## src/rtl/mult_pkg.sv

```systemverilog
// Shared definitions for the shift-add multiplier sequencer: one-hot state
// encoding, bit positions for direct state decode, and default sizing.
package mult_pkg;

  localparam int WIDTH_DEF = 4;
  localparam int CNT_W_DEF = 3;

  localparam int I_IDLE  = 0;
  localparam int I_INIT  = 1;
  localparam int I_ADD   = 2;
  localparam int I_SHIFT = 3;
  localparam int I_DONE  = 4;

  typedef enum logic [4:0] {
    S_IDLE  = 5'b00001,
    S_INIT  = 5'b00010,
    S_ADD   = 5'b00100,
    S_SHIFT = 5'b01000,
    S_DONE  = 5'b10000
  } state_t;

endpackage

```

## src/rtl/mult_ctrl_cnt.sv

```systemverilog
// Iteration counter for the multiplier sequencer: synchronous clear,
// increment, and a terminal flag on the last bit position.
module mult_ctrl_cnt
  import mult_pkg::*;
#(
  parameter int WIDTH = WIDTH_DEF,
  parameter int CNT_W = CNT_W_DEF
) (
  input  logic             clk,
  input  logic             rst,
  input  logic             clr,
  input  logic             inc,
  output logic [CNT_W-1:0] count,
  output logic             term
);

  always_ff @(posedge clk or posedge rst) begin
    if (rst)      count <= '0;
    else if (clr) count <= '0;
    else if (inc) count <= count + CNT_W'(1);
  end

  assign term = (count == CNT_W'(WIDTH - 1));

endmodule

```

## src/rtl/mult_ctrl.sv

```systemverilog
// Sequencer for the shift-add multiplier datapath. Control outputs decode
// straight from one-hot state flops so the async product clear never glitches.
//
//   state | meaning
//   IDLE  | wait for start
//   INIT  | load operands, clear product, reset count/carry
//   ADD   | load adder sum into product high half, latch carry-out
//   SHIFT | shift product/multiplier right, carry into product MSB
//   DONE  | one-cycle done pulse, product valid
module mult_ctrl
  import mult_pkg::*;
#(
  parameter int WIDTH = WIDTH_DEF,
  parameter int CNT_W = CNT_W_DEF
) (
  input  logic Mult_Ctrl_Clock,
  input  logic Mult_Ctrl_Clear,
  input  logic Mult_Ctrl_Start,
  input  logic Mult_Ctrl_Q0,
  input  logic Mult_Ctrl_Adder_Cout,
  output logic Mult_Ctrl_Load_Ops,
  output logic Mult_Ctrl_Clear_P,
  output logic Mult_Ctrl_Load_P,
  output logic Mult_Ctrl_Shift,
  output logic Mult_Ctrl_Carry,
  output logic Mult_Ctrl_Busy,
  output logic Mult_Ctrl_Done
);

  state_t           state, state_nxt;
  logic             carry_q, carry_nxt;
  logic             busy_q, busy_nxt;
  logic             cnt_clr, cnt_inc;
  logic [CNT_W-1:0] count;
  logic             term;

  mult_ctrl_cnt #(
    .WIDTH (WIDTH),
    .CNT_W (CNT_W)
  ) u_cnt (
    .clk   (Mult_Ctrl_Clock),
    .rst   (Mult_Ctrl_Clear),
    .clr   (cnt_clr),
    .inc   (cnt_inc),
    .count (count),
    .term  (term)
  );

  always_ff @(posedge Mult_Ctrl_Clock or posedge Mult_Ctrl_Clear) begin
    if (Mult_Ctrl_Clear) begin
      state   <= S_IDLE;
      carry_q <= 1'b0;
      busy_q  <= 1'b0;
    end else begin
      state   <= state_nxt;
      carry_q <= carry_nxt;
      busy_q  <= busy_nxt;
    end
  end

  always_comb begin
    state_nxt = state;
    carry_nxt = carry_q;
    cnt_clr   = 1'b0;
    cnt_inc   = 1'b0;
    case (state)
      S_IDLE: begin
        if (Mult_Ctrl_Start) state_nxt = S_INIT;
      end
      S_INIT: begin
        cnt_clr   = 1'b1;
        carry_nxt = 1'b0;
        state_nxt = Mult_Ctrl_Q0 ? S_ADD : S_SHIFT;
      end
      S_ADD: begin
        carry_nxt = Mult_Ctrl_Adder_Cout;
        state_nxt = S_SHIFT;
      end
      S_SHIFT: begin
        carry_nxt = 1'b0;
        cnt_inc   = 1'b1;
        if (term)              state_nxt = S_DONE;
        else if (Mult_Ctrl_Q0) state_nxt = S_ADD;
        else                   state_nxt = S_SHIFT;
      end
      S_DONE: begin
        state_nxt = S_IDLE;
      end
      default: begin
        state_nxt = S_IDLE;
        carry_nxt = 1'b0;
      end
    endcase
    // Busy gets its own flop so it is not an OR of state bits
    busy_nxt = state_nxt[I_INIT] | state_nxt[I_ADD] | state_nxt[I_SHIFT];
  end

  assign Mult_Ctrl_Load_Ops = state[I_INIT];
  assign Mult_Ctrl_Clear_P  = state[I_INIT];
  assign Mult_Ctrl_Load_P   = state[I_ADD];
  assign Mult_Ctrl_Shift    = state[I_SHIFT];
  assign Mult_Ctrl_Carry    = state[I_SHIFT] & carry_q;
  assign Mult_Ctrl_Busy     = busy_q;
  assign Mult_Ctrl_Done     = state[I_DONE];

endmodule

```

## config.mk

```make
export PLATFORM = sky130hd
export DESIGN_NAME = mult_ctrl
export DESIGN_NICKNAME = d
export VERILOG_FILES = /design/src/rtl/mult_pkg.sv /design/src/rtl/mult_ctrl_cnt.sv /design/src/rtl/mult_ctrl.sv
export SDC_FILE = /design/constraint.sdc
export NUM_CORES = 1
export LEC_CHECK = 0
export CORE_AREA = 2 2 39 41
export DETAILED_ROUTE_END_ITERATION = 6
export DIE_AREA = 0 0 41 43
export HOLD_SLACK_MARGIN = 0.1
export PLACE_DENSITY = 0.71
export SLEW_MARGIN = 20
export SYNTH_ARGS = -nofsm -noshare
export SYNTH_HDL_FRONTEND = slang
export SYNTH_HIERARCHICAL = 1
export SYNTH_SLANG_ARGS = --single-unit
```

## constraint.sdc

```tcl
create_clock -name Mult_Ctrl_Clock -period 2.5 [get_ports Mult_Ctrl_Clock]
set_input_delay 0.5 -clock Mult_Ctrl_Clock [delete_from_list [all_inputs] [get_ports Mult_Ctrl_Clock]]
set_output_delay 0.5 -clock Mult_Ctrl_Clock [all_outputs]
set_load 0.02 [all_outputs]
```

* Word-level counts from Yosys, hierarchy flattened
Index checks and enable logic that the tools add are counted.
Word-level totals: flip-flop bits (word level) 10, logic and storage cells 27, input bits 5
Cells by class: equal/unequal tests 7, add/sub/neg operators 1, muxes and demuxes 9, bitwise logic cells 3, reductions and logical operators 2
Operators by type and width (count):
- 5-bit case mux with 4 select lines | 1
- 5-bit 2-to-1 mux | 2
- 3-bit 2-to-1 mux | 2
- 5-bit by 1-bit equality test with 1-bit output (second input constant) | 1
- 5-bit by 2-bit equality test with 1-bit output (second input constant) | 1
- 5-bit by 3-bit equality test with 1-bit output (second input constant) | 1
- 5-bit by 4-bit equality test with 1-bit output (second input constant) | 1
- 5-bit equality test (second input constant) | 1
- 4-bit 2-to-1 mux | 1
- 3-bit by 1-bit adder with 3-bit output (second input constant) | 1
- 3-bit by 2-bit equality test with 1-bit output (second input constant) | 1
- 1-bit 2-to-1 mux | 2
- 2-bit inequality test (second input constant) | 1
- 1-bit bitwise OR | 2
- 1-bit case mux with 2 select lines | 1
- 2-bit nonzero test | 1
- 2-bit OR reduction | 1
- 1-bit AND | 1

* Longest topological paths before layout
depth after elaboration 5, depth in mapped cells 5, mapped depth without buffers 5

* Cells and area by module
The synthesis kept the hierarchy.
Modules (own cells, without submodules):
- mult_ctrl | sequential area each 176.4 um^2, cells each 42, area an instance 449.2 um^2, instances 1
- mult_ctrl_cnt | sequential area each 75.1 um^2, cells each 13, area an instance 145.1 um^2, instances 1

* Worst setup path after synthesis
Ideal clock, no wire load.
path type flip-flop to flip-flop, from register state[1], to register u_cnt.count[1], path slack 1122 ps, stages on the path, launching flop included 6, buffers on the path 1, data required time 2382 ps, arrival 1259 ps, path through dfrtp_1 -> buf_6 -> nor3_2 -> and2b_1 -> mux2i_1 -> nor2_1
Between the ends: cells in the longest elaborated chain, start to end 3
Ends and longest elaborated chain:
- start: declaration | RTL line mult_ctrl.sv:30 | state_t state, state_nxt;
- start signal: assignment | RTL line mult_ctrl.sv:55 | state <= state_nxt;
- 5-bit by 4-bit equality test with 1-bit output | RTL line mult_ctrl.sv:66 | case (state)
- 1-bit 2-to-1 mux | RTL line mult_ctrl.sv:66
- net cnt_inc | RTL line mult_ctrl.sv:33 | logic cnt_clr, cnt_inc;
- 2-bit nonzero test (no source line)
- end signal: assignment | RTL line mult_ctrl_cnt.sv:20 | else if (inc) count <= count + CNT_W'(1);
- end: declaration | RTL line mult_ctrl_cnt.sv:13 | output logic [CNT_W-1:0] count,
The timed path passes the listed nets, and every way through them passes these cells. A chain may end at the register's enable or synchronous reset.

* Final worst setup path
from register state[3], to output Mult_Ctrl_Carry
Between the ends: cells in the longest elaborated chain, start to end 1
Ends and longest elaborated chain:
- 1-bit AND | RTL line mult_ctrl.sv:102 | assign Mult_Ctrl_Carry = state[I_SHIFT] & carry_q;
- end: declaration | RTL line mult_ctrl.sv:25 | output logic Mult_Ctrl_Carry,
Every way passes these cells.

==> impl_metrics.prom <==
# TYPE chip_impl_metric gauge
chip_impl_metric{name="synth.cell_area",unit="sq um"} 594
chip_impl_metric{name="leakagePower",unit="nW"} 0.329
chip_impl_metric{name="detailroute.via_count",unit=""} 424
chip_impl_metric{name="crit_required",unit="ps"} 2000
chip_impl_info{name="status",value="finished clean"} 1
chip_impl_info{name="post_synth_main_area_contributors",value="sky130_fd_sc_hd__dfrtp_1, sky130_fd_sc_hd__dfstp_2, sky130_fd_sc_hd__ha_1, sky130_fd_sc_hd__buf_6, sky130_fd_sc_hd__mux2i_1"} 1
chip_impl_metric{name="die-height",unit="microns"} 43
chip_impl_metric{name="finalCoreUtilization",unit=""} 0.523
chip_impl_metric{name="numClockSinks",unit=""} 10
chip_impl_info{name="cp-startpoint",value="state[3]"} 1
chip_impl_metric{name="drt_wl_total",unit="microns"} 1080
chip_impl_metric{name="fmaxAchievable",unit="GHz"} 0.480
chip_impl_metric{name="final_worst_hold_slack",unit="ps"} 441
chip_impl_metric{name="worstPathArrival",unit="ps"} 1590
chip_impl_metric{name="floorplan.rows",unit=""} 14
chip_impl_metric{name="period_minus_slack",unit="ps"} 2090
chip_impl_metric{name="coreArea",unit="sq um"} 1380
chip_impl_metric{name="globalRouteOverflowTotal",unit=""} 0
chip_impl_metric{name="ys.warnings.count",unit=""} 6
chip_impl_metric{name="maxCapViolCount",unit=""} 0
chip_impl_metric{name="preCtsSetupSlack",unit="ps"} 718
chip_impl_metric{name="place_area",unit="sq um"} 687
chip_impl_info{name="worstPathCellList",value="and2_1, clkdlybuf4s50_1"} 1
chip_impl_metric{name="timing.critical_path.buf_inv",unit=""} 1
chip_impl_info{name="synth_most_common_cell",value="sky130_fd_sc_hd__dfrtp_1"} 1
chip_impl_metric{name="r2r_setup_slack",unit="ps"} 1060
chip_impl_metric{name="synth_fp_nets",unit=""} 62
chip_impl_metric{name="postRouteAntennaNets",unit=""} 0
chip_impl_metric{name="first_global_vias",unit=""} 426
chip_impl_metric{name="timing.final.ws_setup",unit="ps"} 415
chip_impl_info{name="rsz0062_at_grt",value="no"} 1
chip_impl_info{name="slowest_stage",value="sky130_fd_sc_hd__clkdlybuf4s50_1"} 1
chip_impl_info{name="synth-main-ff-cell",value="sky130_fd_sc_hd__dfrtp_1"} 1
chip_impl_info{name="timing.critical_path.max_delay_family",value="buffers and inverters"} 1
chip_impl_metric{name="final.setup.tns",unit="ps"} 0
chip_impl_metric{name="share_of_the_synthesized_area_in_the_top_cell_type",unit=""} 0.379
chip_impl_info{name="regToRegEndpoint",value="u_cnt/count[2]"} 1
chip_impl_metric{name="post_cts_resize_count",unit=""} 0
chip_impl_metric{name="ys_ff_latch",unit=""} 10
chip_impl_metric{name="die_area",unit="sq um"} 1760
chip_impl_metric{name="clock_skew",unit="ps"} 4.19
chip_impl_metric{name="area_growth_syn_to_layout",unit="%"} 21.7
chip_impl_metric{name="ioPinCount",unit=""} 12
chip_impl_metric{name="post_drt_wl_per_cell",unit="microns"} 13.1
chip_impl_metric{name="power.density",unit="nW/um^2"} 893
chip_impl_metric{name="grt_usage",unit=""} 0.157
chip_impl_info{name="setup.worst_path.end_class",value="primary output"} 1
chip_impl_metric{name="cts_inserted_buffers",unit=""} 3
chip_impl_metric{name="insertedDiodeCount",unit=""} 0
chip_impl_metric{name="cts_max_path_buffers",unit=""} 2
chip_impl_metric{name="fill_cells",unit=""} 131
chip_impl_info{name="rr_startpoint",value="state[1]"} 1
chip_impl_metric{name="detailedRoute.firstPassIterationCount",unit=""} 3
chip_impl_metric{name="drt_first_iter_violations",unit=""} 16
chip_impl_metric{name="synth_edf_count",unit=""} 0
chip_impl_metric{name="number_of_buffers_inserted_for_hold_repair_after_clock_tree_synthesis",unit=""} 0
chip_impl_info{name="holdCritPathClass",value="primary input to async pin"} 1
chip_impl_metric{name="vias_per_cell",unit=""} 5.17
chip_impl_metric{name="ff2ff_path_depth",unit=""} 4
chip_impl_info{name="cts-root-buf",value="sky130_fd_sc_hd__clkbuf_4"} 1
chip_impl_metric{name="count_of_buffers_inserted_at_the_top_level_ports",unit=""} 11
chip_impl_info{name="synth.cells.most_frequent",value="sky130_fd_sc_hd__dfrtp_1, sky130_fd_sc_hd__nor2_1, sky130_fd_sc_hd__inv_1"} 1
chip_impl_metric{name="detailedPlacementHpwl",unit="microns"} 800
chip_impl_info{name="crit_type",value="register to primary output"} 1
chip_impl_metric{name="grt_max_degree",unit=""} 13
chip_impl_info{name="tritoncts",value="done"} 1
chip_impl_metric{name="clkLatencyLatePin",unit="ps"} 270
chip_impl_metric{name="postCtsSetupBuffers",unit=""} 0
chip_impl_metric{name="synth_sequential_area_ratio",unit=""} 0.423
chip_impl_metric{name="remaining_drc_errors",unit=""} 0
chip_impl_metric{name="cp_slowest_stage_delay",unit="ps"} 590
chip_impl_metric{name="ys_async_sr_fraction",unit=""} 1.00
chip_impl_metric{name="worst_setup_hold_path_clk_slew",unit="ps"} 70
chip_impl_metric{name="globalplace.congestion",unit=""} 0.674
chip_impl_metric{name="endpoints_failing_setup",unit=""} 0
chip_impl_metric{name="design.final.nets",unit=""} 74
chip_impl_info{name="synth_largest_area_cell",value="sky130_fd_sc_hd__dfrtp_1"} 1
chip_impl_metric{name="multiInputGateArea",unit="sq um"} 290
chip_impl_metric{name="syn_area_per_cell",unit="sq um"} 10.8
chip_impl_metric{name="floorplan.initialDensity",unit=""} 0.429
chip_impl_metric{name="timing_worst_slew_pin_value",unit="ps"} 407
chip_impl_metric{name="layout.cell_area.non_filler",unit="sq um"} 723
chip_impl_metric{name="drive_gt1_frac",unit=""} 0.197
chip_impl_metric{name="max-slew-margin-rel",unit=""} 0.728
chip_impl_metric{name="ratio_of_final_minimum_period_to_clock_period",unit=""} 0.834
chip_impl_metric{name="post_synth_inst_count",unit=""} 55
chip_impl_metric{name="netlist-cell-type-count",unit=""} 29
chip_impl_metric{name="antenna_found_initial",unit=""} 0
chip_impl_metric{name="wire_length_of_the_first_global_routing_pass",unit="microns"} 1840
chip_impl_metric{name="cts.htree.levels",unit=""} 1
chip_impl_metric{name="hold_viol",unit=""} 0
chip_impl_info{name="timing.critical_path.from_type",value="register"} 1
chip_impl_metric{name="ir_worst_vdd",unit="mV"} 0.431
chip_impl_metric{name="crit_fanout",unit=""} 10
chip_impl_metric{name="finalMaxSlewViolations",unit=""} 0
chip_impl_metric{name="die_w",unit="microns"} 41
chip_impl_metric{name="regArea",unit="sq um"} 251
[layout make-up]
cell class / count / share of cell area
tap: 16 / 0.0277
sequential: 10 / 0.348
multi-input combinational: 37 / 0.401
timing repair buffer: 11 / 0.152
inverter: 4 / 0.0208
clock buffer: 4 / 0.0502
[cell families after synthesis]
kind of cell | Yosys count | synth area share
AND/OR/NAND/NOR | 25 | 0.286
flip-flops | 10 | 0.423
buffers and inverters | 8 | 0.0884
AO/OA/AOI/OAI | 6 | 0.0968
XOR/XNOR | 2 | 0.0295
multiplexers | 2 | 0.0337
adder cells (fa/ha/maj) | 2 | 0.0421
[power by group]
group | switching (W) | internal [W] | total (W)
logic | 0.000108 | 0.000123 | 0.000231
registers | 0.0000615 | 0.000206 | 0.000267
clock network | 0.0000599 | 0.0000884 | 0.000148
total | 0.000229 | 0.000417 | 0.000646
[worst max path at each step]
stage	end	depth (start not counted)
global placement	Mult_Ctrl_Carry	2
floorplan	u_cnt/count[1]	5
global route	Mult_Ctrl_Carry	2
finish	Mult_Ctrl_Carry	2
detailed placement	Mult_Ctrl_Carry	2
CTS	Mult_Ctrl_Carry	2
[layout by cell type (no fill, tap or decap), drive strengths merged, types with 2 or more instances in the layout]
master         instances
clkdlybuf4s50         11
dfrtp                  9
nor2                   7
inv                    4
clkbuf                 4
nor3                   3
and2                   3
a211oi                 3
nor3b                  2
nor2b                  2
mux2i                  2
nor4bb                 2
ha                     2
and3                   2
[per-stage QoR]
| stage | std cells | total power, W |
|---|---|---|
| finish | 82 | 0.000646 |
| detailed placement | 78 | 0.000502 |
| global placement | 78 | 0.000496 |
| CTS | 82 | 0.000653 |
| global route | 82 | 0.000686 |
| floorplan | 55 | 0.000444 |
[routing by layer]
metal | track usage | vias to the layer above | share of wire
li1 | - | 213 | -
met1 | 0.212 | 199 | 0.46
met2 | 0.234 | 10 | 0.48
met3 | 0.0262 | 2 | 0.058
met4 | 0.0800 | 0 | 0.0037
met5 | 0 | - | 0
[sequential cells by signal, summed over array words and instances (netlist names)]
| name | flops |
|---|---|
| state | 5 |
| u_cnt/count | 3 |
| Mult_Ctrl_Busy | 1 |
| carry_q | 1 |
Note: power is estimated with default switching activity, not from simulation.
